[src/rtl/pico_bus_pkg.sv]
// pico_bus_pkg: shared FSM encoding and bus constants for the pico-to-Wishbone bridge
package pico_bus_pkg;
    localparam logic [1:0] ST_IDLE = 2'd0;
    localparam logic [1:0] ST_BUS  = 2'd1;
    localparam logic [1:0] ST_RESP = 2'd2;
    localparam logic [31:0] DEF_ERR_RDATA = 32'hDEAD_BEEF;
    localparam int WB_AW = 30;
endpackage

[src/rtl/pico_timeout_ctr.sv]
// pico_timeout_ctr: saturating cycle counter that flags the last allowed cycle of a bus transfer
module pico_timeout_ctr
    import pico_bus_pkg::*;
#(
    parameter int TIMEOUT_CYCLES = 255
) (
    input  logic clk,
    input  logic reset,
    input  logic i_clr,
    input  logic i_en,
    output logic o_expire
);
    localparam int CW = $clog2(TIMEOUT_CYCLES + 1);
    localparam logic [CW-1:0] LAST = CW'(TIMEOUT_CYCLES - 1);
    localparam logic [CW-1:0] TOP  = CW'(TIMEOUT_CYCLES);
    logic [CW-1:0] r_cnt;
    always_ff @(posedge clk) begin
        if (reset || i_clr) r_cnt <= '0;
        else if (i_en && r_cnt != TOP) r_cnt <= r_cnt + 1'b1;
    end
    assign o_expire = r_cnt == LAST;
endmodule

[src/rtl/pico_wb_bridge.sv]
// pico_wb_bridge: PicoRV32 native bus to Wishbone B4 classic master with timeout and error capture
module pico_wb_bridge
    import pico_bus_pkg::*;
#(
    parameter logic [31:0] ADDR_MASK      = 32'h0FFF_FFFF,
    parameter int          TIMEOUT_CYCLES = 255,
    parameter logic [31:0] ERR_RDATA      = DEF_ERR_RDATA
) (
    input  logic             clk,
    input  logic             reset,
    input  logic             mem_s_valid,
    output logic             mem_s_ready,
    input  logic [31:0]      mem_s_addr,
    input  logic [31:0]      mem_s_wdata,
    input  logic [3:0]       mem_s_wstrb,
    output logic [31:0]      mem_s_rdata,
    output logic             wbm_cyc_o,
    output logic             wbm_stb_o,
    output logic             wbm_we_o,
    output logic [WB_AW-1:0] wbm_adr_o,
    output logic [31:0]      wbm_dat_o,
    output logic [3:0]       wbm_sel_o,
    input  logic [31:0]      wbm_dat_i,
    input  logic             wbm_ack_i,
    input  logic             wbm_err_i,
    output logic             err_flag,
    output logic [31:0]      err_addr,
    input  logic             err_clear
);
    logic [1:0]  r_state;
    logic [31:0] r_addr;
    logic        w_expire;
    logic        w_in_bus;
    assign w_in_bus    = r_state == ST_BUS;
    assign mem_s_ready = r_state == ST_RESP;
    pico_timeout_ctr #(.TIMEOUT_CYCLES(TIMEOUT_CYCLES)) u_tmo (
        .clk      (clk),
        .reset    (reset),
        .i_clr    (!w_in_bus),
        .i_en     (w_in_bus),
        .o_expire (w_expire)
    );
    // err outranks ack, ack outranks a timeout landing on the same cycle
    always_ff @(posedge clk) begin
        if (reset) begin
            r_state     <= ST_IDLE;
            r_addr      <= '0;
            mem_s_rdata <= '0;
            wbm_cyc_o   <= 1'b0;
            wbm_stb_o   <= 1'b0;
            wbm_we_o    <= 1'b0;
            wbm_adr_o   <= '0;
            wbm_dat_o   <= '0;
            wbm_sel_o   <= '0;
            err_flag    <= 1'b0;
            err_addr    <= '0;
        end else begin
            if (err_clear) err_flag <= 1'b0;
            if (r_state == ST_IDLE && mem_s_valid) begin
                r_addr    <= mem_s_addr;
                wbm_adr_o <= WB_AW'((mem_s_addr & ADDR_MASK) >> 2);
                wbm_dat_o <= mem_s_wdata;
                wbm_we_o  <= |mem_s_wstrb;
                wbm_sel_o <= |mem_s_wstrb ? mem_s_wstrb : 4'hF;
                wbm_cyc_o <= 1'b1;
                wbm_stb_o <= 1'b1;
                r_state   <= ST_BUS;
            end else if (w_in_bus && (wbm_err_i || wbm_ack_i || w_expire)) begin
                wbm_cyc_o <= 1'b0;
                wbm_stb_o <= 1'b0;
                r_state   <= ST_RESP;
                if (wbm_err_i || !wbm_ack_i) begin
                    mem_s_rdata <= ERR_RDATA;
                    err_flag    <= 1'b1;
                    if (!err_flag || err_clear) err_addr <= r_addr;
                end else if (!wbm_we_o) begin
                    mem_s_rdata <= wbm_dat_i;
                end
            end else if (r_state != ST_IDLE && !w_in_bus) begin
                r_state <= ST_IDLE;
            end
        end
    end
endmodule

[config.mk]
export PLATFORM = sky130hd
export DESIGN_NAME = pico_wb_bridge
export DESIGN_NICKNAME = d
export VERILOG_FILES = /design/src/rtl/pico_bus_pkg.sv /design/src/rtl/pico_timeout_ctr.sv /design/src/rtl/pico_wb_bridge.sv
export SDC_FILE = /design/constraint.sdc
export NUM_CORES = 1
export LEC_CHECK = 0
export CORE_UTILIZATION = 40
export CTS_CLUSTER_DIAMETER = 150
export CTS_CLUSTER_SIZE = 14
export DETAILED_ROUTE_END_ITERATION = 8
export HOLD_SLACK_MARGIN = 0.06
export PLACE_DENSITY = 0.76
export SLEW_MARGIN = 20
export SYNTH_ARGS = -nofsm -noshare
export SYNTH_HDL_FRONTEND = slang
export SYNTH_SLANG_ARGS = --single-unit
[constraint.sdc]
create_clock -name clk -period 4.2 [get_ports clk]
set_input_delay 0.63 -clock clk [delete_from_list [all_inputs] [get_ports clk]]
set_output_delay 0.63 -clock clk [all_outputs]
set_load 0.005 [all_outputs]
==> results_dict.tcl <==
set metrics [dict create \
    syn_area_sq_mm 0.00572 \
    slowest_delay_ns 0.57 \
    clockRootBuffer "clkbuf_16" \
    drive_gt1_share_pct 7.45 \
    cpMaxStageDelayCell "clkdlybuf4s50_1" \
    cts_resized 0 \
    vias 5193 \
    seq_area_sq_mm 0.00290 \
    end_kind "register" \
    yosys_warnings 0 \
    async_reset_ff_share_pct 0 \
    dp_hpwl_mm 10.3 \
    worstSetupStartpointType "input port" \
    viasPerCell 4.87 \
    rr_startpoint "u_tmo.r_cnt[0]" \
    die_h_um 122 \
    hold_path.class "register to register" \
    insertedDiodeCount 0 \
    fin_worst_skew_ns 0.00724 \
    row_count 43 \
    ys.flop_type "dfxtp_1" \
    grt_usage_pct 21.3 \
    setup_slack_ns 1.96 \
    worst_pin_slew_ns 1.03 \
    final.fill_count 1235 \
    drv_cap 0 \
    dp_slack_ns 1.55 \
    netlist_instances 688 \
    rsz0062_at_grt "no" \
    grt_overflow_total 0 \
    start_util_pct 41.1 \
    r2r_cells 7 \
    worst-path-buf-inv 2 \
    yosysTopAreaCellShare_pct 50.7 \
    path_clk_slew_ns 0.06 \
    finalSetupViolations 0 \
    yosysMostFrequentCell "dfxtp_1" \
    power.density_mw_per_mm2 406 \
    final_net_count 981 \
    slew_violations 0 \
    clock_sinks 145 \
    yosys.area.top_type "dfxtp_1" \
    grt_pass1_vias 4903 \
    post-cts-setup-buffer-count 0 \
    synth_edf_count 0 \
    yosysSeqAreaShare_pct 50.7 \
    fin_crit_sh_pct 53.3 \
    required_ns 4.44 \
    cts_tree "yes" \
    grt_pass1_wl_mm 24.7 \
    antenna_found_initial 0 \
    finish.utilization_pct 61.1 \
    yosys-top-cells-count "dfxtp_1 (145), nand2_1 (143), a21oi_1 (108)" \
    drc_errors 0 \
    routabilityCongestion 0.770 \
    fp.coreArea_sq_mm 0.0139 \
    worstPathMaxFanout 24 \
    reg2reg_slack_ns 2.14 \
    critical_path_class "input port to register" \
    dieArea_sq_mm 0.0148 \
    avgSynthCellArea_sq_um 8.32 \
    peakVddDrop_mv 0.255 \
    ys_types 40 \
    htree_levels 4 \
    cp_top_family "buffers and inverters" \
    netlist_top_cells_area "dfxtp_1 (51%), a21oi_1 (9.4%), nand2_1 (9.4%), a211oi_2 (4.4%), buf_4 (4.1%)" \
    startpoint "wbm_ack_i" \
    antenna_left 0 \
    p_leak_uw 0.00305 \
    clkLatencyLatePin_ns 0.41 \
    firstDrtPassIters 7 \
    fin_area_sq_mm 0.00851 \
    holdBufCountCts 0 \
    drt_iter0_drc 289 \
    fmax_ghz 0.447 \
    slew_headroom_pct 31.1 \
    buffer_ports.inserted 236 \
    status "complete, no violations" \
    cp.arrival_ns 2.48 \
    worstReg2RegEnd "mem_s_rdata[28]" \
    syn_to_final_growth_pct 48.7 \
    grt_max_degree 87 \
    cp-endpoint "mem_s_rdata[28]" \
    routed_wl_mm 15.5 \
    fin_crit_ns 2.24 \
    synth-seq-cells 145 \
    hold_viol_final 0 \
    fin_hold_ws_ns 0.452 \
    io_pins 241 \
    cp_num_cells 6 \
    cts_made_buffers 17 \
    clockBufferDepth 2 \
    die_x_um 122 \
    multi_input_area_sq_mm 0.00226 \
    crit_path_cell_trace "clkdlybuf4s50_1, and4b_4, a221oi_4, nand2b_1, buf_4, a211oi_1" \
    setup_tns_ns 0 \
    wl_per_cell_um 14.6 \
    place_area_sq_mm 0.00791 \
]
-- layout by cell type, fill, tap and decap left out, types with 2 or more instances in the layout --
cell,count
a211oi_1,6
a211oi_2,20
a21oi_1,108
and3_1,2
buf_4,10
bufinv_16,3
clkbuf_1,3
clkbuf_16,17
clkbuf_8,2
clkdlybuf4s50_1,235
clkinv_2,4
clkinvlp_4,2
conb_1,4
dfxtp_1,145
ha_1,2
inv_1,26
nand2_1,142
nand2b_1,4
nand3_1,33
nor2_1,43
nor3_1,5
o211ai_1,3
o21ai_0,42
xnor2_1,3
xor2_1,2
-- layout make-up --
| cell class | count | share of cell area, % |
|---|---|---|
| multi-input combinational | 438 | 26.5 |
| clock buffer | 22 | 5.46 |
| inverter | 26 | 1.15 |
| sequential | 145 | 34.1 |
| tap | 180 | 2.65 |
| clock inverter | 10 | 1.57 |
| timing repair buffer | 245 | 28.5 |
-- cells by family after synthesis --
kind of cell / Yosys count / share of synthesized area, %
AO/OA/AOI/OAI: 184 / 19.7
XOR/XNOR: 5 / 0.765
adder cells (fa/ha/maj): 2 / 0.437
buffers and inverters: 108 / 10.3
flip-flops: 145 / 50.7
other: 1 / 0.0655
AND/OR/NAND/NOR: 243 / 18.1
-- stage by stage --
step | cells | power (uW)
after floorplan | 691 | 1720
after global placement | 1034 | 1960
after detailed placement | 1034 | 1970
after CTS | 1066 | 3500
after global routing | 1066 | 3620
final | 1066 | 3460
-- state kept, by name, summed over array words and instances (netlist names) --
register and flops:
wbm_sel_o 4, mem_s_rdata 32, err_addr 32, r_state 2, wbm_dat_o 32, err_flag 1, wbm_we_o 1, u_tmo.r_cnt 8
wbm_stb_o 1, r_addr 32
-- per-layer routing --
metal,GRT usage [%],vias to the layer above,share of wire [%]
li1,-,2629,-
met1,26.6,2384,43
met2,34.6,172,48
met3,7.72,8,8.2
met4,6.10,0,0.61
met5,0,-,0
-- how the worst min path moves through the flow --
stage                                  to  depth (start not counted)             from
after floorplan                 r_addr[0]                          2        r_addr[0]
after global placement      wbm_dat_o[23]                          2    wbm_dat_o[23]
after detailed placement  mem_s_rdata[31]                          2  mem_s_rdata[31]
after CTS                   wbm_dat_o[15]                          2    wbm_dat_o[15]
after global routing        wbm_dat_o[31]                          2    wbm_dat_o[31]
final                       wbm_dat_o[29]                          2    wbm_dat_o[29]
-- tightest hold or removal path: cells and delay by family, from the launching register on --
| kind | cells | cell delay [ns] |
|---|---|---|
| flops | 1 | 0.30 |
| simple gates | 1 | 0.05 |
| compound gates | 1 | 0.05 |
-- where the power goes --
group	internal [uW]	switching, uW
sequential	1450	40.0
combinational	250	198
clock	963	560
total	2660	798
(Power assumes the default switching activity.)
